File: src/rtl/vline_counter_if.sv
// Bus bundle between the video timing/CPU side and the vertical line counter.
// Scalar clock and reset are kept outside the bundle on purpose.
interface vline_counter_if;
    logic       HEND;
    logic       PAL;
    logic       WR;
    logic [1:0] ADDR;
    logic [8:0] DIN;
    logic       INTACK;
    logic [8:0] VCNT;
    logic       FRAME;
    logic       VBLANK;
    logic       VSYNC;
    logic       VINT;

    modport master (
        output HEND, PAL, WR, ADDR, DIN, INTACK,
        input  VCNT, FRAME, VBLANK, VSYNC, VINT
    );

    modport slave (
        input  HEND, PAL, WR, ADDR, DIN, INTACK,
        output VCNT, FRAME, VBLANK, VSYNC, VINT
    );
endinterface

File: src/rtl/vline_counter.sv
// Vertical line counter: wraps at the PAL/NTSC frame length and derives
// VBLANK, fixed-width VSYNC and a sticky line interrupt from programmable lines.
module vline_counter #(
    parameter int LAST_PAL  = 311,
    parameter int LAST_NTSC = 261,
    parameter int VS_LINES  = 3
) (
    input  logic            MasterClock,
    input  logic            RESETL,
    vline_counter_if.slave  bus
);

    localparam logic [8:0] LAST_PAL_W  = 9'(LAST_PAL);
    localparam logic [8:0] LAST_NTSC_W = 9'(LAST_NTSC);
    localparam logic [8:0] VS_LOAD     = 9'(VS_LINES - 1);

    logic [8:0] vcnt_q,    vcnt_d;
    logic       frame_q,   frame_d;
    logic       cmp_q,     cmp_d;
    logic       vblank_q,  vblank_d;
    logic       vsync_q,   vsync_d;
    logic [8:0] vs_cnt_q,  vs_cnt_d;
    logic       vint_q,    vint_d;
    logic [8:0] intline_q, intline_d;
    logic [8:0] vbstart_q, vbstart_d;
    logic [8:0] vbend_q,   vbend_d;
    logic [8:0] vsstart_q, vsstart_d;

    logic [8:0] last;
    logic       hit_int;
    logic       hit_vbstart;
    logic       hit_vbend;
    logic       hit_vsstart;

    always_comb begin
        last = bus.PAL ? LAST_PAL_W : LAST_NTSC_W;

        vcnt_d    = vcnt_q;
        frame_d   = 1'b0;
        cmp_d     = bus.HEND;
        vblank_d  = vblank_q;
        vsync_d   = vsync_q;
        vs_cnt_d  = vs_cnt_q;
        vint_d    = vint_q;
        intline_d = intline_q;
        vbstart_d = vbstart_q;
        vbend_d   = vbend_q;
        vsstart_d = vsstart_q;

        // The >= compare forces a wrap when switching to the shorter frame mid-frame.
        if (bus.HEND) begin
            if (vcnt_q >= last) begin
                vcnt_d  = 9'd0;
                frame_d = 1'b1;
            end else begin
                vcnt_d = vcnt_q + 9'd1;
            end
        end

        // A register programmed beyond the current final line is inert.
        hit_int     = (vcnt_q == intline_q) && (intline_q <= last);
        hit_vbstart = (vcnt_q == vbstart_q) && (vbstart_q <= last);
        hit_vbend   = (vcnt_q == vbend_q)   && (vbend_q   <= last);
        hit_vsstart = (vcnt_q == vsstart_q) && (vsstart_q <= last);

        if (cmp_q) begin
            if (hit_vbend) begin
                vblank_d = 1'b0;
            end else if (hit_vbstart) begin
                vblank_d = 1'b1;
            end

            if (hit_vsstart) begin
                vsync_d  = 1'b1;
                vs_cnt_d = VS_LOAD;
            end else if (vsync_q) begin
                if (vs_cnt_q == 9'd0) begin
                    vsync_d = 1'b0;
                end else begin
                    vs_cnt_d = vs_cnt_q - 9'd1;
                end
            end
        end

        if (cmp_q && hit_int) begin
            vint_d = 1'b1;
        end else if (bus.INTACK) begin
            vint_d = 1'b0;
        end

        // Compares above read the _q registers, so a write colliding with a strobe sees the old value.
        if (bus.WR) begin
            case (bus.ADDR)
                2'd0: intline_d = bus.DIN;
                2'd1: vbstart_d = bus.DIN;
                2'd2: vbend_d   = bus.DIN;
                2'd3: vsstart_d = bus.DIN;
            endcase
        end
    end

    always_ff @(posedge MasterClock) begin
        if (!RESETL) begin
            vcnt_q    <= 9'd0;
            frame_q   <= 1'b0;
            cmp_q     <= 1'b0;
            vblank_q  <= 1'b0;
            vsync_q   <= 1'b0;
            vs_cnt_q  <= 9'd0;
            vint_q    <= 1'b0;
            intline_q <= 9'd511;
            vbstart_q <= 9'd240;
            vbend_q   <= 9'd0;
            vsstart_q <= 9'd248;
        end else begin
            vcnt_q    <= vcnt_d;
            frame_q   <= frame_d;
            cmp_q     <= cmp_d;
            vblank_q  <= vblank_d;
            vsync_q   <= vsync_d;
            vs_cnt_q  <= vs_cnt_d;
            vint_q    <= vint_d;
            intline_q <= intline_d;
            vbstart_q <= vbstart_d;
            vbend_q   <= vbend_d;
            vsstart_q <= vsstart_d;
        end
    end

    assign bus.VCNT   = vcnt_q;
    assign bus.FRAME  = frame_q;
    assign bus.VBLANK = vblank_q;
    assign bus.VSYNC  = vsync_q;
    assign bus.VINT   = vint_q;

endmodule

File: src/flat_wrapper.sv
// flat-port wrapper written by rule: the top's interface ports become plain ports
module vline_counter_flat 
#(
    parameter int LAST_PAL  = 311,
    parameter int LAST_NTSC = 261,
    parameter int VS_LINES  = 3
)
  (MasterClock, RESETL, bus_HEND, bus_PAL, bus_WR, bus_ADDR, bus_DIN, bus_INTACK, bus_VCNT, bus_FRAME, bus_VBLANK, bus_VSYNC, bus_VINT);
  vline_counter_if bus_i ();
  input  logic MasterClock;
  input  logic RESETL;
  input wire logic [$bits(bus_i.HEND)-1:0] bus_HEND;
  input wire logic [$bits(bus_i.PAL)-1:0] bus_PAL;
  input wire logic [$bits(bus_i.WR)-1:0] bus_WR;
  input wire logic [$bits(bus_i.ADDR)-1:0] bus_ADDR;
  input wire logic [$bits(bus_i.DIN)-1:0] bus_DIN;
  input wire logic [$bits(bus_i.INTACK)-1:0] bus_INTACK;
  output wire logic [$bits(bus_i.VCNT)-1:0] bus_VCNT;
  output wire logic [$bits(bus_i.FRAME)-1:0] bus_FRAME;
  output wire logic [$bits(bus_i.VBLANK)-1:0] bus_VBLANK;
  output wire logic [$bits(bus_i.VSYNC)-1:0] bus_VSYNC;
  output wire logic [$bits(bus_i.VINT)-1:0] bus_VINT;
  assign bus_i.HEND = bus_HEND;
  assign bus_i.PAL = bus_PAL;
  assign bus_i.WR = bus_WR;
  assign bus_i.ADDR = bus_ADDR;
  assign bus_i.DIN = bus_DIN;
  assign bus_i.INTACK = bus_INTACK;
  assign bus_VCNT = bus_i.VCNT;
  assign bus_FRAME = bus_i.FRAME;
  assign bus_VBLANK = bus_i.VBLANK;
  assign bus_VSYNC = bus_i.VSYNC;
  assign bus_VINT = bus_i.VINT;
  vline_counter #(.LAST_PAL(LAST_PAL), .LAST_NTSC(LAST_NTSC), .VS_LINES(VS_LINES)) u_core (.MasterClock(MasterClock), .RESETL(RESETL), .bus(bus_i));
endmodule
File: config.mk
export PLATFORM = sky130hd
export DESIGN_NAME = vline_counter_flat
export DESIGN_NICKNAME = d
export VERILOG_FILES = /design/src/rtl/vline_counter_if.sv /design/src/rtl/vline_counter.sv /design/src/flat_wrapper.sv
export SDC_FILE = /design/constraint.sdc
export NUM_CORES = 1
export LEC_CHECK = 0
export ABC_AREA = 1
export BUFFER_PORTS_ARGS = -buffer_cell sky130_fd_sc_hd__buf_2
export CORE_MARGIN = 1.5
export CORE_UTILIZATION = 38
export CTS_CLUSTER_SIZE = 28
export DETAILED_ROUTE_END_ITERATION = 8
export GPL_ROUTABILITY_DRIVEN = 0
export MAX_ROUTING_LAYER = met4
export SYNTH_ARGS = -nofsm -noshare
export SYNTH_HDL_FRONTEND = slang
export SYNTH_SLANG_ARGS = --single-unit
File: constraint.sdc
create_clock -name MasterClock -period 2.05 [get_ports MasterClock]
set_input_delay 0.41 -clock MasterClock [delete_from_list [all_inputs] [get_ports MasterClock]]
set_output_delay 0.41 -clock MasterClock [all_outputs]
set_load 0.02 [all_outputs]
==> results of run 1 <==
power breakdown:
group / total [W] / internal [W] / switching, W / leakage [nW]
clock network: 0.00115 / 0.000662 / 0.000487 / 0.102
registers: 0.00123 / 0.00119 / 0.0000454 / 0.481
logic: 0.000280 / 0.000110 / 0.000171 / 1.23
worst max-delay path, delay by kind of cell, from the launching register on:
kind                   cells  cell delay [ns]
AND/OR/NAND/NOR            6             0.64
AO/OA/AOI/OAI              1             0.06
flip-flops                 1             0.57
XOR/XNOR                   1             0.11
buffers and inverters      1             0.22
per-stage QoR:
step / total power (W) / area, sq um
floorplan: 0.001428 / 3337
detailed placement: 0.001536 / 3695
global route: 0.002775 / 3909
global placement: 0.001529 / 3695
finish: 0.002661 / 3909
CTS: 0.002682 / 3909
cells by family (layout without fill, tap and decap cells):
| group | Yosys count | after routing | synth area share |
|---|---|---|---|
| xor gates and xnor gates | 26 | 26 | 0.06824 |
| AOI/OAI and AO/OA | 82 | 82 | 0.1335 |
| buffers and inverters | 71 | 119 | 0.08512 |
| DFF | 59 | 59 | 0.3540 |
| and+or+nand+nor | 219 | 219 | 0.2955 |
| adders and majority gates | 17 | 17 | 0.06374 |
state kept, by name (all words and copies together), names as in the netlist:
name and flops:
u_core.bus.FRAME 1, u_core.cmp_q 1, u_core.vbend_q 9, u_core.bus.VCNT 9
u_core.bus.VSYNC 1, u_core.vsstart_q 9, u_core.vs_cnt_q 9, u_core.vbstart_q 9
u_core.bus.VINT 1, u_core.intline_q 9, u_core.bus.VBLANK 1
area by class of cell:
type                            instances  area share
Multi-Input combinational cell        344      0.4789
Tap cell                              108     0.03457
Inverter                               55     0.05282
Sequential cell                        59      0.3022
Clock buffer                           13     0.04321
Clock inverter                          3     0.01152
Timing Repair Buffer                   48     0.07682
metal layers:
layer,vias up,track usage,wire length [um]
met5,-,-,0
met3,15,0.03179,423
met4,0,0.06912,155
li1,1637,-,-
met1,1448,0.2849,4545
met2,74,0.3158,4051
cells in the final DEF, fill, tap and decap left out, drive strengths merged:
master	Yosys	routed
a211oi	1	1
a21boi	1	1
a21oi	33	33
a31oi	2	2
and3	1	1
buf	6	48
bufinv	0	1
clkbuf	10	13
clkinvlp	0	2
dfxtp	59	59
ha	17	17
inv	55	55
nand2	109	109
nand3	26	26
nand3b	1	1
nand4	13	13
nor2	54	54
nor3	8	8
nor3b	2	2
nor4	2	2
o2111ai	1	1
o211ai	2	2
o21ai	33	33
o221ai	1	1
o22ai	7	7
o31ai	1	1
or2	3	3
xnor2	11	11
xor2	15	15
path summary, 6_finish.rpt:
check	cells after the start	from	slack, ns	end
setup / recovery	9	u_core.bus.VCNT[0]	0.32	u_core.vs_cnt_q[0]
hold / removal	4	bus_INTACK	0.31	u_core.bus.VINT
setup reg to reg	9	u_core.bus.VCNT[0]	0.32	u_core.vs_cnt_q[0]
hold reg to reg	2	u_core.bus.VINT	0.46	u_core.bus.VINT
==> impl_metrics.tcl, run 1 <==
set metrics [dict create \
    cp-end-kind "register" \
    hold_viol 0 \
    numCtsBuffers 9 \
    synthCells 474 \
    ys_warn_count 0 \
    synth_top_area_cell "dfxtp_1" \
    grt_pass1_wl_mm 14.99 \
    drv_slew 0 \
    cp_data_required_time_ns 2.25 \
    pin_count 30 \
    seq_area_frac_synth 0.3540 \
    drtPass1Iterations 5 \
    worstHoldPathType "in -> reg" \
    fin_util 0.4549 \
    netlist_top_cells_count "nand2_1, dfxtp_1, nor2_1, inv_1, a21oi_1" \
    cts_resized 0 \
    num_rows 34 \
    num_vias 3174 \
    ys_ff_latch 59 \
    cpPeakStageDelay_ns 0.57 \
    setup-tns-final_ns 0 \
    clk_transition_reported_paths_ns 0.07 \
    syn2layout_area_growth_pct 17.14 \
    numPortBuffers 29 \
    max_cap_violations 0 \
    clockBufferDepth 2 \
    rsz0062_at_grt "false" \
    cts_root_buf "clkbuf_8" \
    worstPathCellList "buf_4 > xnor2_1 > nand3_1 > nor2_2 > nand2_4 > nand2_4 > nand2_4 > nand2_1 > a21oi_1" \
    drtIter0Drc 208 \
    fin_crit_sh 0.8455 \
    antenna_found_initial 0 \
    syn_avg_cell_area_sq_um 7.040 \
    overflow 0 \
    synth_fp_nets 508 \
    core_sq_mm 0.008593 \
    relSlewSlack 0.6657 \
    regArea_sq_mm 0.001181 \
    die_x_um 96.71 \
    drtAntennaViolNets 0 \
    worst_ep_arrival_time_ns 1.93 \
    start_kind "register" \
    htree_levels 3 \
    grt_usage 0.2083 \
    synth-async-reset-ratio 0 \
    finalSetupViolations 0 \
    tightest_slew_ns 0.5010 \
    initial_core_util 0.3883 \
    place_ws_ns 0.005799 \
    yosysUniqueCellTypes 36 \
    synth_top_area_frac 0.3540 \
    worst_hold_slack_ns 0.3139 \
    multi_input_area_sq_mm 0.001872 \
    drc_errors 0 \
    wl_mm 9.175 \
    dieArea_sq_mm 0.009353 \
    finalWorstSetupSlack_ns 0.3167 \
    n_antenna_cell 0 \
    power_leakage_nw 1.811 \
    die-height_um 96.71 \
    worst-path-max-fanout 10 \
    cts_tree "yes" \
    wire_per_inst_um 14.56 \
    synthTopCellsByArea "dfxtp_1, nand2_1, ha_1" \
    dp.cells 614 \
    fmax_ghz 0.5769 \
    syn_area_sq_mm 0.003337 \
    ir_worst_vdd_mv 0.2961 \
    fin_nets 551 \
    hold_buffers 0 \
    dp_hpwl_mm 6.788 \
    via_per_inst 5.038 \
    instances_no_fill 630 \
    cts.sinks 59 \
    power_per_cell_area_mw_per_mm2 680.9 \
    n_fill_cell 912 \
    synth_edf_count 0 \
    grt_pass1_vias 2901 \
    critPathMostFrequentCell "nand2_4" \
    clk_latency_ns 0.34 \
    fin_crit_ns 1.733 \
    ys.flop_type "dfxtp_1" \
    worstSetupPathType "reg -> reg" \
    slowest_stage "dfxtp_1" \
    drive_gt1_frac 0.1667 \
    postCtsSetupBuffers 0 \
    status "finished, final reports clean" \
    synth_most_common_cell "nand2_1" \
    fin_skew_ns 0.01332 \
    grt_max_degree 22 \
]
No activity file was read; power rests on OpenSTA's default activity.
==> run 2: changes to the inputs <==
==> constraint.sdc (replaced) <==
create_clock -name MasterClock -period 1.7 [get_ports MasterClock]
set_input_delay 0.34 -clock MasterClock [delete_from_list [all_inputs] [get_ports MasterClock]]
set_output_delay 0.34 -clock MasterClock [all_outputs]
set_load 0.02 [all_outputs]
==> run 2 against run 1 <==
Hold slack got worse by 0.065 ns. Register-to-register slack lost 0.22 ns. Cell count is 1.4% higher. Critical endpoint is now u_core.vs_cnt_q[5]. Highest routed layer unchanged.
==> impl_metrics.tcl, run 2 (synthesized netlist as in run 1, its figures left out) <==
set metrics [dict create \
    hold_viol 0 \
    status "finished, final reports clean" \
    r2r_end "u_core.vs_cnt_q[5]" \
    power_leakage_nw 1.851 \
    antenna_found_initial 0 \
    dieArea_sq_mm 0.009353 \
    numPortBuffers 29 \
    grt_usage 0.2054 \
    pin_count 30 \
    drtPass1Iterations 4 \
    r2r_slack_ns 0.10 \
    num_vias 3290 \
    fin_nets 560 \
    grt_pass1_wl_mm 14.92 \
    power_per_cell_area_mw_per_mm2 811.0 \
    relSlewSlack 0.6555 \
    wire_per_inst_um 14.33 \
    fin_skew_ns 0.01015 \
    clockBufferDepth 2 \
    start_kind "primary input" \
    die_x_um 96.71 \
    hold_buffers 0 \
    critPathCapture "u_core.vs_cnt_q[5]" \
    drc_errors 0 \
    cts_tree "yes" \
    worst_ep_arrival_time_ns 1.86 \
    cts.sinks 59 \
    ir_worst_vdd_mv 0.3769 \
    n_antenna_cell 0 \
    dp_hpwl_mm 6.816 \
    clk_transition_reported_paths_ns 0.07 \
    syn2layout_area_growth_pct 21.45 \
    num_rows 34 \
    max_cap_violations 0 \
    whs_path_depth 4 \
    cp_data_required_time_ns 1.91 \
    initial_core_util 0.3883 \
    worstHoldPathType "in -> reg" \
    via_per_inst 5.149 \
    drtIter0Drc 210 \
    drtAntennaViolNets 0 \
    fin_crit_sh 0.9705 \
    reg2reg_depth 10 \
    overflow 0 \
    final_cell_mix "nand2_1, dfxtp_1, nor2_1, inv_1, o21ai_0" \
    critPathLaunch "bus_PAL" \
    tightest_slew_ns 0.5163 \
    p_total_w 0.003287 \
    drv_slew 0 \
    worstSetupPathType "in -> reg" \
    fmax_ghz 0.6061 \
    worst-path-max-fanout 8 \
    clk_latency_ns 0.35 \
    grt_pass1_vias 2951 \
    placement.cell_area_sq_mm 0.003751 \
    finalInstanceArea_sq_mm 0.004053 \
    wl_mm 9.160 \
    fin_util 0.4716 \
    finalSetupViolations 0 \
    numCtsBuffers 9 \
    fin_crit_ns 1.650 \
    setup-tns-final_ns 0 \
    rr_startpoint "u_core.vs_cnt_q[0]" \
    cts_root_buf "clkbuf_8" \
    htree_levels 3 \
    drive_gt1_frac 0.2053 \
    grt_max_degree 29 \
    mostFrequentLayoutCell "nand2_1" \
    cp-end-kind "register" \
    core_sq_mm 0.008593 \
    die-height_um 96.71 \
]
## run 2: cell types whose count changed in the layout (fill, tap and decap cells not counted), sizes merged
| cell | delta |
|---|---|
| inv | -1 |
| clkbuf | -3 |
| buf | +8 |
| clkinv | +2 |
| bufinv | +1 |
| clkinvlp | +2 |
## run 2: layout make-up
class / count / area (sq um)
tap: 108 / 135.1
fill: 866 / 4541
timing repair inverter: 1 / 5.005
clock inverter: 6 / 88.84
inverter: 55 / 210.2
timing repair buffer: 56 / 370.4
clock buffer: 10 / 137.6
multi-input combinational: 344 / 1918
sequential: 59 / 1187
## run 2: worst max-delay path: stages
cell and delay [ns]:
buf_4 0.11, clkinvlp_4 0.17, buf_6 0.17, ha_1 0.28, and3_1 0.15, nand4_1 0.09
nand2_2 0.10, nand2_4 0.08, nand2_4 0.12, nand2_8 0.08, nand2_1 0.10, a21oi_2 0.06
## run 2: how the worst min path moves through the flow
stage	endpoint	slack (ns)	startpoint
floorplan	u_core.cmp_q	0.45	bus_HEND
global placement	u_core.bus.VINT	0.46	u_core.bus.VINT
detailed placement	u_core.bus.VINT	0.47	u_core.bus.VINT
CTS	u_core.bus.VINT	0.23	bus_INTACK
global route	u_core.bus.VINT	0.28	bus_INTACK
finish	u_core.bus.VINT	0.25	bus_INTACK
## run 2: per-stage QoR
step / hold WS [ns] / cells / setup WS (ns)
6_report: 0.2486 / 639 / 0.05009
3_3_place_gp: 0.4579 / 619 / -0.2490
2_1_floorplan: 0.4519 / 474 / -0.01334
5_1_grt: 0.2793 / 639 / -0.04713
4_1_cts: 0.2346 / 635 / 0.02826
3_5_place_dp: 0.4696 / 619 / -0.3307
## run 2: report_power, final
| part | leakage, nW | internal (W) | switching (W) |
|---|---|---|---|
| clock network | 0.108 | 0.000864 | 0.000588 |
| logic | 1.26 | 0.000137 | 0.000210 |
| registers | 0.483 | 0.00143 | 0.0000557 |
## run 2: timing repair
item,in CTS,in global routing
pin swaps,0,2
setup endpoints to repair,1,18
cloned,0,1
setup buffers,0,3
resized for setup,1,13
## run 2: layer usage
metal	part of all wire	track usage	vias to the layer above
met2	0.44	0.3050	92
li1	-	-	1662
met4	0.010	0.07469	0
met1	0.49	0.2822	1523
met5	0	-	-
met3	0.054	0.03324	13
